## config.mk

```make
export PLATFORM = sky130hd
export DESIGN_NAME = rr_arb_mux
export DESIGN_NICKNAME = d
export VERILOG_FILES = /design/src/rtl/rr_arb_mux.sv
export SDC_FILE = /design/constraint.sdc
export NUM_CORES = 1
export LEC_CHECK = 0
export CAP_MARGIN = 20
export CORE_AREA = 5 5 119 121
export DETAILED_ROUTE_END_ITERATION = 7
export DIE_AREA = 0 0 124 126
export GPL_TIMING_DRIVEN = 0
export PLACE_DENSITY_LB_ADDON = 0.12
export RECOVER_POWER = 50
export SYNTH_ARGS = -nofsm -noshare
export SYNTH_HDL_FRONTEND = slang
export SYNTH_SLANG_ARGS = --single-unit
```

## constraint.sdc

```tcl
create_clock -name clk -period 5.2 [get_ports clk]
set_input_delay 1.04 -clock clk [delete_from_list [all_inputs] [get_ports clk]]
set_output_delay 1.04 -clock clk [all_outputs]
set_load 0.02 [all_outputs]
```

## src/rtl/rr_arb_mux.sv

```systemverilog
// rr_arb_mux: N-channel valid/ready arbiter feeding a single registered output.
//
// Each input channel offers a WIDTH-bit word. One channel per cycle is granted
// and its word is captured into an output register along with its index.
// Arbitration is round-robin (MODE 0) or fixed priority, lowest index first (MODE 1).
// The output register behaves as a one-deep pipeline stage: a new word may be
// loaded whenever the register is empty or is being drained in the same cycle.
//
// Parameters
//   WIDTH  data width of every channel
//   N      number of input channels (2..16)
//   MODE   0 = round-robin, 1 = fixed priority (lowest index wins)
//
// Ports
//   clk        clock, rising edge
//   reset      synchronous active-high reset
//   in_valid   [N]        channel i offers a word
//   in_data    [N*WIDTH]  channel i word at [i*WIDTH +: WIDTH]
//   in_ready   [N]        one-hot (or zero) grant; word accepted this cycle
//   out_valid             output register holds a word
//   out_data   [WIDTH]    registered selected word
//   out_src    [SEL_W]    index of the channel that supplied out_data
//   out_ready             downstream accepts out_data this cycle

module rr_arb_mux #(
  parameter int unsigned WIDTH = 32,
  parameter int unsigned N     = 8,
  parameter int unsigned MODE  = 0,
  localparam int unsigned SEL_W = $clog2(N)
) (
  input  logic                 clk,
  input  logic                 reset,
  input  logic [N-1:0]         in_valid,
  input  logic [N*WIDTH-1:0]   in_data,
  output logic [N-1:0]         in_ready,
  output logic                 out_valid,
  output logic [WIDTH-1:0]     out_data,
  output logic [SEL_W-1:0]     out_src,
  input  logic                 out_ready
);

  // Round-robin pointer: the channel searched first on the next grant.
  logic [SEL_W-1:0] ptr_q, ptr_d;

  logic             out_valid_q, out_valid_d;
  logic [WIDTH-1:0] out_data_q, out_data_d;
  logic [SEL_W-1:0] out_src_q, out_src_d;

  logic             can_load;
  logic             grant_found;
  logic [SEL_W-1:0] grant_idx;
  logic             in_fire;

  // The register may take a new word when empty or when its word leaves now.
  // out_ready only feeds in_ready and the register's next state, never the
  // registered outputs directly.
  assign can_load = !out_valid_q || out_ready;

  // Grant search. In round-robin the scan starts at ptr_q and wraps at N-1;
  // in fixed priority it starts at 0 and ptr_q is ignored.
  always_comb begin : arbiter
    int unsigned cand;
    cand        = 0;
    grant_found = 1'b0;
    grant_idx   = '0;
    for (int unsigned k = 0; k < N; k++) begin
      if (MODE == 1) begin
        cand = k;
      end else begin
        cand = int'(ptr_q) + k;
        if (cand >= N) begin
          cand = cand - N;
        end
      end
      if (!grant_found && in_valid[cand]) begin
        grant_found = 1'b1;
        grant_idx   = SEL_W'(cand);
      end
    end
  end

  // Reset suppresses every handshake so nothing is consumed during reset.
  assign in_fire = !reset && can_load && grant_found;

  always_comb begin : ready_gen
    in_ready = '0;
    if (in_fire) begin
      in_ready[grant_idx] = 1'b1;
    end
  end

  always_comb begin : next_state
    ptr_d       = ptr_q;
    out_valid_d = out_valid_q;
    out_data_d  = out_data_q;
    out_src_d   = out_src_q;
    if (in_fire) begin
      // Load (possibly replacing a word leaving this same cycle).
      ptr_d       = (grant_idx == SEL_W'(N - 1)) ? '0 : grant_idx + 1'b1;
      out_valid_d = 1'b1;
      out_data_d  = in_data[int'(grant_idx) * WIDTH +: WIDTH];
      out_src_d   = grant_idx;
    end else if (out_ready) begin
      // Drain only: data and source keep their last values.
      out_valid_d = 1'b0;
    end
  end

  always_ff @(posedge clk) begin : state_reg
    if (reset) begin
      ptr_q       <= '0;
      out_valid_q <= 1'b0;
      out_data_q  <= '0;
      out_src_q   <= '0;
    end else begin
      ptr_q       <= ptr_d;
      out_valid_q <= out_valid_d;
      out_data_q  <= out_data_d;
      out_src_q   <= out_src_d;
    end
  end

  assign out_valid = out_valid_q;
  assign out_data  = out_data_q;
  assign out_src   = out_src_q;

endmodule

```

==> out/summary.md, run 1 <==
* result of the run: finished clean
* Max stage delay on crit path: 0.52 ns
* proportion of netlist area held by the largest area contributor: 40.35%
* number of filler cells placed in the layout: 1129
* global-route total usage across every layer: 24.29%
* placed cell count: 828
* setup repair after global routing missed its margin: true
* Worst Setup Start Kind: input port
* topmost layer with routed signal wires: met4
* Power Dens Cells: 649.5 nW/um^2
* Slew headroom: 56.80%
* final cell count without fillers: 842
* most common flop cell mapped by yosys: sky130_fd_sc_hd__dfxtp_1
* DRC marker count from the first detailed-route iteration: 341
* global-route congestion overflow total: 0
* cell count after synthesis: 342
* antenna violations before repair: 0
* pin count of the biggest net entering global routing: 19
* number of synthesized flops with an enable pin: 0
* first-pass GRT wire length: 28680 um
* clock tree from TritonCTS: done
* top cell family by delay on the critical path: buffers and inverters
* post-layout min period: 5.050 ns
* fraction of layout cells with a size suffix above 1: 21.02%
* Die Y: 126 um
* slew of the pin with the lowest slew margin: 0.6480 ns
* remaining antenna violation count: 0
* hold crit path type: flop to flop
* maximum vdd drop: 427.1 uV
* final standard cell utilization of the core: 59.63%
* Buffers & Inverters on Critical Path: 4
* leakage power figure: 2.883 nW
* cell taking the most area after synthesis: sky130_fd_sc_hd__mux4_2
* ports placed on the boundary: 311
* register bit total from synthesis: 39
* syn avg cell area: 12.24 sq um
* effective utilization at floorplan: 32.25%
* data arrival at the endpoint of the critical path: 4.01 ns
* Distinct cells, synth: 53
* DIE AREA: 15620 sq um
* die boundary width: 124 um
* summed instance area of the synthesized netlist: 4187 sq um
* Bufs on Longest Clock Path: 2
* Syn. warnings: 0
* sequential fraction of the synthesis area: 18.65%
* maximum fanout encountered on the critical timing path: 10
* max-slew violation total from the final report: 0
* NumNets Final: 934
* nature of the critical path endpoint: output pin
* Clock Tree Root: sky130_fd_sc_hd__clkbuf_16
* overall via count from detail_route: 4598
* Sinks on Clock Net: 39
* wire length on met3: 1805 um
* WS Path Type: input port to output pin
* core region area: 12980 sq um
* source-to-sink clock delay at the later pin of the worst-skew pair: 0.28 ns
* critical path cell sequence: dlygate4sd2_1 -> mux2i_1 -> mux4_2 -> a32o_2 -> nand2_2 -> nor4b_2 -> or3b_1 -> buf_2 -> clkbuf_2 -> nor4b_2 -> clkdlybuf4s15_2
* largest clock skew in the final design: 0.004779 ns
* HPWL after DPL: 16320 um
* Final GP Congestion: 0.8874
* DRT Wirelength: 19350 um
* async set-reset flop share out of synthesis: 0%
* number of endpoints failing setup at the final stage: 0
* antenna fix cells: 0
* number of buffers created by CTS: 5
* via count of the first global-routing pass: 4934
* hold_ws: 0.4587 ns
* Fmax: 0.1980 GHz
* standard-cell row count: 42
* cell type of the slowest stage on the worst timing path: sky130_fd_sc_hd__mux4_2
* Via-to-Cell Ratio: 5.461
* total nets after synthesis: 611
* count of maximum capacitance violations: 0
* Met2 Routed Length: 10280 um
* most frequent cell on the critical path: sky130_fd_sc_hd__nor4b_2
* # DRC: 0
* largest cells by area after synthesis: sky130_fd_sc_hd__mux4_2 40%, sky130_fd_sc_hd__dfxtp_1 19%, sky130_fd_sc_hd__a221o_1 7.7%
* Final Hold Violating Endpoints: 0
* average wire per standard cell: 22.98 um
* clock-pin slew on the worst setup and hold paths: 0.06 ns
* share of the clock period used by the worst path: 97.11%
* IO Port Bufs: 310
* Post-Route M1 WL: 6929 um
* placement-stage cell area: 7510 sq um
* Non-Filler Cell Area, Final: 7740 sq um
* area delta synth->final: 84.88%
* required time reported for the critical path endpoint: 4.16 ns
* detailed-router iteration count before antenna repair: 4
* number of H-tree branching levels: 2
[per-stage QoR]
step / setup slack (ns) / setup TNS, ns / total power, mW
floorplan: 0.2343 / 0 / 3.597
global placement: -1.218 / -7.765 / 4.663
detailed placement: -1.252 / -7.918 / 4.698
CTS: 0.006728 / 0 / 5.088
global route: -0.03112 / -0.04445 / 5.395
finish: 0.1501 / 0 / 5.027
[routing by layer]
layer / vias to the layer above / GRT usage [%]
li1: 2086 / -
met1: 2232 / 28.90
met2: 256 / 43.14
met3: 24 / 7.175
met4: 0 / 5.026
met5: - / 0
[what timing repair did]
item | in CTS | in global routing
hold buffers | 0 | 0
endpoints found under the setup margin | 8 | 8
resized for setup | 40 | 19
setup buffers | 7 | 1
pin swaps | 1 | 1
[layout make-up]
class | instances | area (sq um) | area share, %
Clock buffer | 6 | 128.9 | 1.665
Inverter | 5 | 21.27 | 0.2748
Sequential cell | 39 | 780.7 | 10.09
Tap cell | 176 | 220.2 | 2.845
Multi-Input combinational cell | 262 | 3191 | 41.22
Buffer | 34 | 257.7 | 3.330
Timing Repair Buffer | 318 | 3128 | 40.41
Clock inverter | 2 | 12.51 | 0.1617
[sequential cells by signal (all words and copies together) (netlist names)]
name       cells
out_valid      1
ptr_q          3
out_data      32
out_src        3
[synthesized netlist by cell type, types with 8 or more instances]
master,number
sky130_fd_sc_hd__nand2_1,9
sky130_fd_sc_hd__a221o_1,32
sky130_fd_sc_hd__and2_1,33
sky130_fd_sc_hd__buf_2,10
sky130_fd_sc_hd__a21oi_1,8
sky130_fd_sc_hd__clkbuf_1,15
sky130_fd_sc_hd__nor2_1,14
sky130_fd_sc_hd__mux2i_1,11
sky130_fd_sc_hd__dfxtp_1,39
sky130_fd_sc_hd__mux4_2,75
sky130_fd_sc_hd__nor2b_1,8
[logic make-up (layout without fill, tap and decap cells)]
family / after synthesis / after routing / synth area share (%)
muxes: 98 / 98 / 47.28
buffers and inverters: 41 / 365 / 6.216
xor gates and xnor gates: 5 / 5 / 1.046
DFF: 39 / 39 / 18.65
and+or+nand+nor: 89 / 89 / 12.28
adders and majority gates: 2 / 2 / 0.5976
AOI/OAI and AO/OA: 68 / 68 / 13.93
[worst register-to-register path: cells and delay by family (launching register included)]
family | cells | cell delay [ns]
muxes | 3 | 1.36
buffers and inverters | 8 | 1.62
DFF | 1 | 0.33
adders and majority gates | 1 | 0.29
and+or+nand+nor | 1 | 0.13
AOI/OAI and AO/OA | 3 | 0.64
[path summary, 6_finish.rpt]
check | startpoint | endpoint | slack (ns) | depth (start not counted)
worst max-delay path | in_valid[0] | in_ready[6] | 0.15 | 11
worst min-delay path | out_src[2] | out_src[2] | 0.46 | 1
worst max register to register | ptr_q[0] | out_data[18] | 0.69 | 16
worst min register to register | out_src[2] | out_src[2] | 0.46 | 1
[cells in the final DEF (no fill, tap or decap), types with 11 or more instances in the layout]
cell type and instances:
sky130_fd_sc_hd__mux4_2 75, sky130_fd_sc_hd__clkbuf_1 12, sky130_fd_sc_hd__and2_1 33, sky130_fd_sc_hd__nor2_1 14, sky130_fd_sc_hd__buf_4 14, sky130_fd_sc_hd__clkdlybuf4s50_1 258, sky130_fd_sc_hd__dlygate4sd3_1 36, sky130_fd_sc_hd__dfxtp_1 39
sky130_fd_sc_hd__mux2i_1 11, sky130_fd_sc_hd__a221o_1 32
[where the power goes]
part | internal, mW | total, mW | switching (mW)
combinational | 2.35 | 4.23 | 1.88
clock | 0.177 | 0.310 | 0.132
sequential | 0.431 | 0.487 | 0.0562
total | 2.96 | 5.03 | 2.07
No activity file was read; power rests on OpenSTA's default activity.
==> inputs of run 2 (changes only) <==
--- a/config.mk
+++ b/config.mk
@@ -7,6 +7,7 @@
 export LEC_CHECK = 0
 export CAP_MARGIN = 20
 export CORE_AREA = 5 5 119 121
+export CTS_CLUSTER_SIZE = 10
 export DETAILED_ROUTE_END_ITERATION = 7
 export DIE_AREA = 0 0 124 126
 export GPL_TIMING_DRIVEN = 0
==> constraint.sdc (replaced) <==
create_clock -name clk -period 5.7 [get_ports clk]
set_input_delay 1.14 -clock clk [delete_from_list [all_inputs] [get_ports clk]]
set_output_delay 1.14 -clock clk [all_outputs]
set_load 0.02 [all_outputs]
==> run 2 against run 1 <==
- clock skew shrank 0.00052 ns
- clock power shrank 8.7%
- via count shrank 1.3%
- clock-buffer cell count is the same
- critical path depth grew 5
==> out/summary.md, run 2 (synthesized netlist as in run 1, its figures left out) <==
* via count of the first global-routing pass: 4899
* startpoint of the worst setup timing path: ptr_q[0]
* hold_buf cts: 0
* Clock Tree Root: sky130_fd_sc_hd__clkbuf_16
* launch instance of the worst register-to-register path: ptr_q[0]
* DIE AREA: 15620 sq um
* Bufs on Longest Clock Path: 2
* standard-cell row count: 42
* max-slew violation total from the final report: 0
* Final Hold Violating Endpoints: 0
* required time reported for the critical path endpoint: 4.56 ns
* Power Dens Cells: 586.5 nW/um^2
* maximum vdd drop: 334.0 uV
* Sinks on Clock Net: 39
* Max stage delay on crit path: 0.57 ns
* number of H-tree branching levels: 2
* DRC marker count from the first detailed-route iteration: 372
* Die Y: 126 um
* global-route congestion overflow total: 0
* setup slack at placement: -0.9524 ns
* nature of the critical path endpoint: output pin
* Non-Filler Cell Area, Final: 7720 sq um
* leakage power figure: 2.957 nW
* antenna violations before repair: 0
* # DRC: 0
* effective utilization at floorplan: 32.25%
* largest clock skew in the final design: 0.004258 ns
* clock-pin slew on the worst setup and hold paths: 0.06 ns
* global-route total usage across every layer: 24.13%
* most frequent cell on the critical path: sky130_fd_sc_hd__buf_6
* die boundary width: 124 um
* source-to-sink clock delay at the later pin of the worst-skew pair: 0.28 ns
* slew of the pin with the lowest slew margin: 0.6533 ns
* share of the clock period used by the worst path: 95.20%
* hold path start: out_src[2]
* hold_ws: 0.4591 ns
* DRT Wirelength: 19380 um
* IO Port Bufs: 310
* count of maximum capacitance violations: 0
* ports placed on the boundary: 311
* antenna fix cells: 0
* most common library cell in the layout ignoring fill and taps: sky130_fd_sc_hd__clkdlybuf4s50_1
* fraction of layout cells with a size suffix above 1: 18.88%
* remaining antenna violation count: 0
* core region area: 12980 sq um
* clock tree from TritonCTS: done
* HPWL after DPL: 16320 um
* number of buffers created by CTS: 5
* Final GP Congestion: 0.8874
* Buffers & Inverters on Critical Path: 6
* overall via count from detail_route: 4538
* Worst Setup Start Kind: flop
* NumNets Final: 930
* Fmax: 0.1843 GHz
* number of flip-flops under the largest register name: 32
* Slew headroom: 56.45%
* post-layout min period: 5.426 ns
* pin count of the biggest net entering global routing: 19
* top cell family by delay on the critical path: buffers and inverters
* WS Path Type: flop to output pin
* cell type of the slowest stage on the worst timing path: sky130_fd_sc_hd__mux4_2
* placement-stage cell area: 7510 sq um
* maximum fanout encountered on the critical timing path: 10
* detailed-router iteration count before antenna repair: 5
* Setup WS post-layout: 0.2738 ns
* number of filler cells placed in the layout: 1127
* number of endpoints failing setup at the final stage: 0
* hold crit path type: flop to flop
* average wire per standard cell: 23.13 um
* critical path cell sequence: buf_2 -> buf_6 -> clkinv_2 -> ha_1 -> buf_6 -> mux4_2 -> mux2_2 -> nor3_4 -> nand2_2 -> o21bai_1 -> a22oi_2 -> clkbuf_8 -> nor2b_1 -> nand2b_1 -> a21oi_1 -> dlygate4sd2_1
* data arrival at the endpoint of the critical path: 4.29 ns
* first-pass GRT wire length: 28460 um
* area delta synth->final: 84.40%
* Via-to-Cell Ratio: 5.415
* result of the run: finished clean
* commonest non-fill, non-tap cells in the layout: 258 x sky130_fd_sc_hd__clkdlybuf4s50_1, 75 x sky130_fd_sc_hd__mux4_2, 39 x sky130_fd_sc_hd__dfxtp_1
-- run 2: per-layer routing --
| metal | wire length, um | global-route usage, % | up-vias |
|---|---|---|---|
| met5 | 0 | 0 | - |
| li1 | - | - | 2080 |
| met2 | 10310 | 42.89 | 233 |
| met1 | 6937 | 28.59 | 2205 |
| met4 | 329 | 5.026 | 0 |
| met3 | 1805 | 7.220 | 20 |
-- run 2: area by class of cell --
class	instances	area (sq um)	share of cell area, %
Inverter	5	20.02	0.2593
Buffer	34	246.5	3.193
Clock inverter	2	12.51	0.1621
Timing Repair Buffer	314	3136	40.62
Sequential cell	39	780.7	10.11
Clock buffer	6	128.9	1.669
Tap cell	176	220.2	2.853
Multi-Input combinational cell	262	3176	41.13
-- run 2: repair_timing --
item / 4_1_cts / 5_1_grt
setup endpoints to repair: 8 / 6
cloned: 0 / 0
gates resized for setup: 20 / 9
pin swaps: 1 / 0
setup buffers: 4 / 0
-- run 2: final timing paths --
| check | end | slack (ns) | cells after the start |
|---|---|---|---|
| min | out_src[2] | 0.46 | 1 |
| max | in_ready[1] | 0.27 | 16 |
| min reg2reg | out_src[2] | 0.46 | 1 |
| max reg2reg | out_data[4] | 1.15 | 15 |
-- run 2: report_power, final --
group | internal, mW | switching [mW]
clock network | 0.162 | 0.121
logic | 2.10 | 1.70
registers | 0.393 | 0.0514
total | 2.65 | 1.87
-- run 2: through the flow --
step	cells	setup TNS [ns]	utilization [%]	total power, mW
4_1_cts	838	0	59.30	4.613
6_report	838	0	59.48	4.527
3_3_place_gp	828	-5.365	57.86	4.254
2_1_floorplan	342	0	-	3.281
5_1_grt	838	-0.005580	59.48	4.849
3_5_place_dp	828	-5.518	57.86	4.286
==> inputs of run 3 (changes only) <==
--- a/config.mk
+++ b/config.mk
@@ -13,6 +13,8 @@
 export GPL_TIMING_DRIVEN = 0
 export PLACE_DENSITY_LB_ADDON = 0.12
 export RECOVER_POWER = 50
+export SETUP_SLACK_MARGIN = 0.3
+export SKIP_CTS_REPAIR_TIMING = 1
 export SYNTH_ARGS = -nofsm -noshare
 export SYNTH_HDL_FRONTEND = slang
 export SYNTH_SLANG_ARGS = --single-unit
==> run 3 against run 2 <==
- first-iteration DRC count rose by 13%
- sequential share of layout area barely moved
- setup slack improved by 0.12 ns
- clock-buffer cell count did not move
- final cell count rose by 0.72%
- non-clock buffer count rose by 6
- final area rose by 0.47%
- sequential power barely moved
- critical endpoint is now in_ready[2]
- largest cell class unchanged
==> out/summary.md, run 3 (synthesized netlist as in run 1, its figures left out) <==
* result of the run: finished clean
* setup repair after global routing missed its margin: false
* HPWL after DPL: 16320 um
* pin count of the biggest net entering global routing: 13
* Final GP Congestion: 0.8874
* largest clock skew in the final design: 0.005807 ns
* NumNets Final: 936
* # DRC: 0
* Final Hold Violating Endpoints: 0
* cell type of the slowest stage on the worst timing path: sky130_fd_sc_hd__nor4b_1
* count of maximum capacitance violations: 0
* remaining antenna violation count: 0
* area taken by flip-flops and latches: 780.7 sq um
* hold_ws: 0.4577 ns
* ports placed on the boundary: 311
* most frequent cell on the critical path: sky130_fd_sc_hd__buf_6
* slew of the pin with the lowest slew margin: 0.6625 ns
* launch instance of the worst register-to-register path: ptr_q[0]
* Power Dens Cells: 587.8 nW/um^2
* area used by multi-input combinational logic: 3168 sq um
* core region area: 12980 sq um
* share of the clock period used by the worst path: 93.03%
* Clock Tree Root: sky130_fd_sc_hd__clkbuf_16
* detailed-router iteration count before antenna repair: 4
* hold path start: out_src[2]
* Sinks on Clock Net: 39
* antenna fix cells: 0
* number of filler cells placed in the layout: 1130
* overall via count from detail_route: 4579
* data arrival at the endpoint of the critical path: 4.16 ns
* global-route congestion overflow total: 0
* effective utilization at floorplan: 32.25%
* die boundary width: 124 um
* Slew headroom: 55.83%
* post-layout min period: 5.303 ns
* area delta synth->final: 85.27%
* via count of the first global-routing pass: 4842
* placed cell count: 828
* DIE AREA: 15620 sq um
* Max stage delay on crit path: 0.39 ns
* number of endpoints failing setup at the final stage: 0
* maximum vdd drop: 333.9 uV
* Fmax: 0.1886 GHz
* number of H-tree branching levels: 2
* DRC marker count from the first detailed-route iteration: 422
* Bufs on Longest Clock Path: 2
* number of buffers created by CTS: 5
* clock tree from TritonCTS: done
* average wire per standard cell: 22.96 um
* overall power of the completed layout: 4.559 mW
* nature of the critical path endpoint: output pin
* critical path cell sequence: clkbuf_4 -> buf_6 -> clkinvlp_4 -> ha_1 -> buf_6 -> buf_6 -> mux2_1 -> a221oi_2 -> a32o_1 -> nand2_2 -> nor4b_1 -> or3b_1 -> buf_2 -> a21oi_4 -> buf_2 -> and3b_1 -> dlymetal6s2s_1
* IO Port Bufs: 310
* Worst Setup Start Kind: flop
* max-slew violation total from the final report: 0
* leakage power figure: 2.986 nW
* source-to-sink clock delay at the later pin of the worst-skew pair: 0.28 ns
* first-pass GRT wire length: 28230 um
* number of flip-flops under the largest register name: 32
* worst hold path stage count: 1
* global-route total usage across every layer: 23.94%
* Buffers & Inverters on Critical Path: 8
* most common library cell in the layout ignoring fill and taps: sky130_fd_sc_hd__clkdlybuf4s50_1
* setup slack, reg-to-reg: 1.13 ns
* placement-stage cell area: 7510 sq um
* clock-pin slew on the worst setup and hold paths: 0.06 ns
* worst hold endpoint: out_src[2]
* DRT Wirelength: 19380 um
* maximum fanout encountered on the critical timing path: 10
* worst reg2reg path endpoint: out_data[22]
* worst reg2reg path depth: 16
* hold crit path type: flop to flop
* top cell family by delay on the critical path: buffers and inverters
* standard-cell row count: 42
* Via-to-Cell Ratio: 5.425
* fraction of layout cells with a size suffix above 1: 20.21%
* WS Path Type: flop to output pin
* Die Y: 126 um
* commonest non-fill, non-tap cells in the layout: 258 x sky130_fd_sc_hd__clkdlybuf4s50_1, 75 x sky130_fd_sc_hd__mux4_2, 39 x sky130_fd_sc_hd__dfxtp_1
* required time reported for the critical path endpoint: 4.56 ns
* antenna violations before repair: 0
* final cell count without fillers: 844
* Non-Filler Cell Area, Final: 7756 sq um
[run 3: cell count changes in the layout (fill, tap and decap cells not counted), moves of 3 or more]
cell                             change
sky130_fd_sc_hd__dlygate4sd2_1      -10
sky130_fd_sc_hd__buf_2               +3
sky130_fd_sc_hd__buf_4               +5
sky130_fd_sc_hd__clkbuf_2            +4
sky130_fd_sc_hd__dlymetal6s2s_1      +5
[run 3: how the worst max path moves through the flow]
stage	startpoint	to	slack [ns]	depth (start not counted)
after floorplan	ptr_q[0]	in_ready[6]	0.63	14
after detailed placement	in_valid[7]	in_ready[1]	-0.95	12
final	ptr_q[0]	in_ready[2]	0.40	17
after global placement	in_valid[7]	in_ready[1]	-0.92	12
after global routing	ptr_q[0]	in_ready[2]	0.18	17
after CTS	ptr_q[0]	in_ready[1]	-1.0	17
[run 3: report_power, final]
group,internal (mW),switching (mW)
logic,2.13,1.70
clock network,0.162,0.123
registers,0.393,0.0519
total,2.68,1.88
[run 3: cell type report]
type,count,area share [%]
Buffer,36,3.323
Clock buffer,6,1.662
Clock inverter,2,0.1613
Inverter,5,0.2904
Multi-Input combinational cell,262,40.85
Sequential cell,39,10.07
Tap cell,176,2.839
Timing Repair Buffer,318,40.81
[run 3: per-layer routing]
| metal | vias to the layer above | track usage (%) | routed length [um] |
|---|---|---|---|
| met5 | - | 0 | 0 |
| li1 | 2091 | - | - |
| met4 | 0 | 5.026 | 310 |
| met1 | 2231 | 28.36 | 7053 |
| met2 | 239 | 42.54 | 10260 |
| met3 | 18 | 7.175 | 1761 |
[run 3: per-stage QoR]
stage / util, % / setup TNS, ns / setup slack [ns]
after floorplan: - / 0 / 0.6343
after global placement: 57.86 / -5.365 / -0.9179
after detailed placement: 57.86 / -5.518 / -0.9524
after CTS: 58.95 / -5.766 / -0.9979
after global routing: 59.76 / 0 / 0.1805
final: 59.76 / 0 / 0.3975
